--- config.mk ---
export PLATFORM = sky130hd
export DESIGN_NAME = intersection_phase_scheduler
export DESIGN_NICKNAME = d
export VERILOG_FILES = /design/src/rtl/intersection_phase_scheduler.sv
export SDC_FILE = /design/constraint.sdc
export NUM_CORES = 1
export LEC_CHECK = 0
export CAP_MARGIN = 20
export CORE_MARGIN = 5
export CORE_UTILIZATION = 44
export CTS_CLUSTER_DIAMETER = 120
export DETAILED_ROUTE_END_ITERATION = 12
export GPL_TIMING_DRIVEN = 0
export PLACE_DENSITY = 0.85
export SLEW_MARGIN = 20
export SYNTH_ARGS = -nofsm -noshare
export SYNTH_HDL_FRONTEND = slang
export SYNTH_SLANG_ARGS = --single-unit
--- constraint.sdc ---
create_clock -name clock -period 1.9 [get_ports clock]
set_input_delay 0.38 -clock clock [delete_from_list [all_inputs] [get_ports clock]]
set_output_delay 0.38 -clock clock [all_outputs]
set_load 0.1 [all_outputs]
--- src/rtl/intersection_phase_scheduler.sv ---
// intersection_phase_scheduler: main/side/pedestrian signal ring with cycle-counted phases and latched walk requests
module intersection_phase_scheduler #(
  parameter int MIN_GREEN = 8,
  parameter int MAX_GREEN = 16,
  parameter int YELLOW    = 3,
  parameter int ALL_RED   = 1,
  parameter int WALK      = 6,
  parameter int CNT_W     = 5
) (
  input  logic       clock,
  input  logic       reset,
  input  logic       side_car,
  input  logic       ped_req,
  output logic       main_red,
  output logic       main_yellow,
  output logic       main_green,
  output logic       side_red,
  output logic       side_yellow,
  output logic       side_green,
  output logic       walk,
  output logic       ped_ack,
  output logic [2:0] phase
);
  typedef enum logic [2:0] {
    MAIN_G = 3'd0, MAIN_Y = 3'd1, RED_A = 3'd2, PED = 3'd3,
    SIDE_G = 3'd4, SIDE_Y = 3'd5, RED_B = 3'd6, BAD = 3'd7
  } phase_t;
  localparam logic [CNT_W-1:0] T_MIN  = CNT_W'(MIN_GREEN - 1);
  localparam logic [CNT_W-1:0] T_MAX  = CNT_W'(MAX_GREEN - 1);
  localparam logic [CNT_W-1:0] T_YEL  = CNT_W'(YELLOW - 1);
  localparam logic [CNT_W-1:0] T_RED  = CNT_W'(ALL_RED - 1);
  localparam logic [CNT_W-1:0] T_WALK = CNT_W'(WALK - 1);
  phase_t st, nxt;
  logic [CNT_W-1:0] timer;
  logic ped_pending, enter_walk, min_ok;
  assign min_ok = timer >= T_MIN;
  always_comb begin
    nxt = st;
    case (st)
      MAIN_G:  nxt = (min_ok && (side_car || ped_pending)) ? MAIN_Y : MAIN_G;
      MAIN_Y:  nxt = (timer == T_YEL) ? RED_A : MAIN_Y;
      RED_A:   nxt = (timer == T_RED) ? (ped_pending ? PED : SIDE_G) : RED_A;
      PED:     nxt = (timer == T_WALK) ? (side_car ? SIDE_G : RED_B) : PED;
      SIDE_G:  nxt = ((min_ok && !side_car) || timer == T_MAX) ? SIDE_Y : SIDE_G;
      SIDE_Y:  nxt = (timer == T_YEL) ? RED_B : SIDE_Y;
      RED_B:   nxt = (timer == T_RED) ? MAIN_G : RED_B;
      default: nxt = MAIN_G;
    endcase
  end
  assign enter_walk = nxt == PED && st != PED;
  always_ff @(posedge clock) begin
    if (reset) begin
      st          <= MAIN_G;
      timer       <= '0;
      ped_pending <= 1'b0;
      ped_ack     <= 1'b0;
    end else begin
      st          <= nxt;
      timer       <= (nxt != st) ? '0 : (&timer ? timer : timer + CNT_W'(1));
      // a request landing in or on entry to WALK is served by that walk and dropped
      ped_pending <= !enter_walk && (ped_pending || (ped_req && st != PED));
      ped_ack     <= !ped_pending && !enter_walk && ped_req && st != PED;
    end
  end
  assign main_green  = st == MAIN_G;
  assign main_yellow = st == MAIN_Y;
  assign main_red    = !(main_green || main_yellow);
  assign side_green  = st == SIDE_G;
  assign side_yellow = st == SIDE_Y;
  assign side_red    = !(side_green || side_yellow);
  assign walk        = st == PED;
  assign phase       = st;
endmodule

# ---- Yosys cells after proc, flatten, opt, wreduce, memory -nomap -nowiden
# Index checks and enable logic that the tools add are counted.
dict set report word_totals {
  register_bits 10
  input_bits 4
  out_inout_bits 11
  elab_cells 50
}
dict set report op_classes {
  add_sub_neg 1
  order_cmp 1
  n_eq_ne 12
  muxes 10
  n_reduce_logical 22
}
# operator n
set ops {}
lappend ops {{$pmux W3 S7} 1}
lappend ops {{$mux W3} 4}
lappend ops {{$eq A3 B2 Y1 const B} 3}
lappend ops {{$eq A3 B3 Y1 const B} 3}
lappend ops {{$logic_and A1 B1 Y1} 8}
lappend ops {{$mux W2} 3}
lappend ops {{$add A5 B1 Y5 const B} 1}
lappend ops {{$eq A5 B2 Y1 const B} 1}
lappend ops {{$eq A5 B3 Y1 const B} 1}
lappend ops {{$eq A5 B4 Y1 const B} 1}
lappend ops {{$ge A5 B3 Y1 const B} 1}
lappend ops {{$logic_not A1 Y1} 5}
lappend ops {{$logic_not A5 Y1} 1}
lappend ops {{$logic_or A1 B1 Y1} 5}
lappend ops {{$reduce_and A5 Y1} 1}
lappend ops {{$eq A3 B1 Y1 const B} 1}
lappend ops {{$logic_not A3 Y1} 1}
lappend ops {{$ne A3 B2 Y1 const B} 1}
lappend ops {{$ne A3 B3 Y1} 1}
lappend ops {{$mux W1} 2}
lappend ops {{$reduce_or A2 Y1} 1}

# ---- Depth between registers and ports, before layout
dict set report depth {
  word_depth 11
  mapped_depth 7
  depth_no_buf 7
}

# ---- Least setup slack after synthesis
# No wires, ideal clock.
dict set report synth_timing {
  kind {reg2out}
  from {reg st[2], in the netlist phase[2]}
  to {out side_green}
  arrival_time_ps 3462
  required_time_ps 1520
  path_slack_ps -1942
  stages_incl_launch_ff 3
  n_path_buf 0
  cell_sequence {dfxtp_1 > nand2b_1 > nor2_1}
}
dict set report synth_between {
  elab_chain_cells 1
}
# element line_no
set synth_lines {}
lappend synth_lines {{from (decl)} 33} ;# phase_t st, nxt;
lappend synth_lines {{from (signal assigned)} 58} ;# st <= nxt;
lappend synth_lines {{$eq A3 B3 Y1} 68} ;# assign side_green = st == SIDE_G;
lappend synth_lines {{to (decl)} 19} ;# output logic side_green,
# No other way between the ends.

# ---- Worst setup path after layout
dict set report layout_timing {
  from {reg st[1], in the netlist phase[1]}
  to {out side_green}
}
# Same word-level chain as after synthesis.

==> results by group <==
Run status
  – Status: complete, no violations

Power and ir drop
  – Worst vdd ir: 0.315 mV
  – Pleak: ~0.37 nW
  – Power density cells: 489 nW/um^2

Place
  – Placer Congestion: 0.901
  – Final HPWL DP: 1190 um
  – IO buf count: 14

Setup path
  – Top delay family on crit path: buffers and inverters
  – Data required time at the worst endpoint: between 1500 and 2000 ps
  – Worst-path cell chain: nand2b_4, nor2_4, clkdlybuf4s18_2
  – CP arrival: 1480 ps
  – Delay of the slowest critical-path stage: roughly 540 ps
  – Startpoint types: flop
  – WP buf/inv: 1
  – Setup crit end kind: primary output
  – Critical path class: reg -> out
  – Worst path slowest cell: clkdlybuf4s18_2
  – Crit path max fanout: 9

Clock tree
  – Cts hold-fix bufs: 0
  – CTS Buf Count: 3
  – CTS tree: built
  – TritonCTS sink count: 10
  – Clock Pin Slew Worst Setup and Hold Paths: 70 ps
  – Bufs on Longest Clock Path: 2
  – CTS HTree Levels: 1
  – Clock Latency Late Sink: 270 ps
  – Clock root buffer: clkbuf_4

Detailed routing
  – Final wirelength: between 1500 and 2000 um
  – DR WL/cell: 13.8 um
  – First-pass DRT Iterations: 5
  – Initial drt markers: 12
  – Via count: 659
  – Residual DRC: 0
  – Final ANT Viol Nets: 0
  – Vias per inst: 5.58

Job
  – Max cap viols: 0

Global route
  – All-Layer GR Usage: 13.3%
  – Wire length of the first global-routing pass: 2660 um
  – Number of global-route vias before repair: around 600
  – Gr ovfl total: 0
  – Initial antenna violation count: 0
  – Largest net degree at the start of global routing: 11

Final layout
  – Layout cells sized above 1: between 40 and 50%
  – FF+latch area: 216 um^2
  – ANT cells: 0
  – Layout fillers: 124
  – Area delta synth->final: 38.5%
  – Footprint of the multi-input gates: about 590 um^2
  – Final net count: 113
  – Layout Utilization: 66.3%

Synth
  – Mux share of post-synthesis cell area: 2.71%
  – Async SR Flop Fraction: 0%
  – Syn_nets: 93
  – Leading post-synthesis cells by cell area: dfxtp_1 27%, ha_1 10%, nor2_1 6.6%, a21oi_1 4.1%, nand2_1 3.6%
  – Sequential fraction of the synthesis area: ~27%
  – Netlist Area Pre-Place: 738 um^2
  – Yosys top cell area share: a little over a quarter
  – Main synth FF type: dfxtp_1
  – Adder-cell area share of the yosys netlist: 10.2%
  – Post-synthesis cell type count: 36
  – Post-Synth Simple-Gate Area: about a third
  – Gate Count Post-Synth: 83
  – Compound-gate portion of the synthesized area: approximately a fifth
  – Synth warnings: 0
  – XOR/XNOR Fraction of Synth Area: between 3 and 4%
  – Largest family of logic cells by synthesized area: simple AND/OR/NAND/NOR gates
  – Post-synth EDFFs: 0
  – Avg Synthesized Cell Area: 8.89 um^2
  – Leading area contributor after synthesis: dfxtp_1
  – Number of synthesized register bits: 10

Die
  – Initial Utilization: 47.9%
  – # rows: 14
  – Io pins: 15
  – Core area: 1540 um^2
  – Die height: 51.0 um
  – Die area: 2600 um^2
  – Die Wd: ~51 um

STA
  – RSZ-0062 raised after global routing: false
  – Min Tclk post-route: 1860 ps
  – Slew HR: 36.4%
  – Final Max Slew Viols: 0
  – Tcrit/Tclk final: 97.7%
  – Setup TNS: 0 ps
  – Fmax: 539 MHz
  – Slew @ Worst Pin: 958 ps
  – Clock Skews: 0.869 ps
  – Final Setup Violations: 0
  – Final hold vios: 0

Hold path
  – HP Class: reg -> reg
==> stage by stage <==
step / setup WS (ps) / area (um^2) / std cells / hold slack, ps / power [mW]
floorplan: 46.0 / 795 / 83 / 439 / 0.315
global placement: -462 / 955 / 113 / 520 / 0.338
detailed placement: -475 / 955 / 113 / 531 / 0.341
CTS: 18.7 / 988 / 117 / 542 / 0.496
global route: 2.69 / 1020 / 118 / 571 / 0.525
finish: 44.5 / 1020 / 118 / 540 / 0.500
==> cells in the mapped netlist, types with 2 or more instances <==
cell type / instances
nor2_1: 13
dfxtp_1: 10
nand2_1: 7
a21oi_1: 6
ha_1: 6
inv_1: 4
inv_2: 3
xnor2_1: 3
mux2i_1: 2
nor3_1: 2
o21ai_0: 2
==> worst paths after layout <==
check / start / to / slack, ps / depth (start not counted)
setup / recovery: phase[1]$_SDFF_PP0_ / side_green / 40 / 3
hold / removal: phase[1]$_SDFF_PP0_ / phase[1]$_SDFF_PP0_ / 540 / 2
setup reg to reg: timer[0]$_SDFFE_PP0N_ / timer[3]$_SDFFE_PP0N_ / 80 / 7
hold reg to reg: phase[1]$_SDFF_PP0_ / phase[1]$_SDFF_PP0_ / 540 / 2
==> repair_timing <==
| action | CTS | global route |
|---|---|---|
| buffers inserted | 0 | 1 |
| endpoints found under the setup margin | 12 | 2 |
| pin swaps | 0 | 2 |
| endpoints found under the hold margin | 0 | 0 |
| resized for setup | 40 | 6 |
==> registers in the layout (all words and copies together) (netlist names) <==
register	cells
ped_pending	1
phase	3
timer	5
ped_ack	1
==> layout make-up <==
class                   count  share of cell area (%)
plain buffers               1                   0.490
clock buffers               3                    2.20
inverters                   7                    2.82
flip-flops and latches     10                    21.2
clock inverters             1                   0.367
repair buffers             15                    13.6
well taps                  16                    1.96
multi-input cells          65                    57.4
==> kinds of logic after synthesis <==
kind of cell,count (synthesis)
AND/OR/NAND/NOR,37
AO/OA/AOI/OAI,17
flip-flops,10
buffers and inverters,8
adder cells (fa/ha/maj),6
XOR/XNOR,3
multiplexers,2
==> metal layers <==
layer	wire length, um	vias up	share of wire [%]	track usage, %
li1	-	334	-	-
met1	771	304	47	16.6
met2	729	16	45	20.5
met3	72	5	4.4	0.872
met4	59	0	3.6	11.5
met5	0	-	0	0
==> worst register-to-register path, stage by stage, from the launching register on <==
cell     delay [ps]
dfxtp_4         370
ha_4            170
and3_4          190
ha_4            180
or4_4           550
xnor2_2         170
nand2_1          60
nor2_1           80
==> placed cells by master (no fill, tap or decap), types with 2 or more instances in the layout <==
cell	synthesis	routed
nor2_1	13	9
nand2_1	7	7
a21oi_1	6	6
clkdlybuf4s15_2	0	5
dfxtp_1	10	5
inv_1	4	4
nor2_4	0	4
ha_1	6	4
dfxtp_4	0	4
buf_2	1	3
clkbuf_4	0	3
clkdlybuf4s50_1	0	3
inv_2	3	2
nand2b_4	1	2
nor3_1	2	2
o21ai_0	2	2
xnor2_1	3	2
mux2i_1	2	2
ha_4	0	2
buf_4	0	2
dlygate4sd2_1	0	2
==> power breakdown <==
part / total (mW) / leakage, nW / internal, mW / switching [mW]
Combinational: 0.112 / 0.274 / 0.0517 / 0.0602
Sequential: 0.230 / 0.0850 / 0.215 / 0.0152
Clock: 0.157 / 0.0154 / 0.0762 / 0.0812
Power figures use the tool's default switching activity.
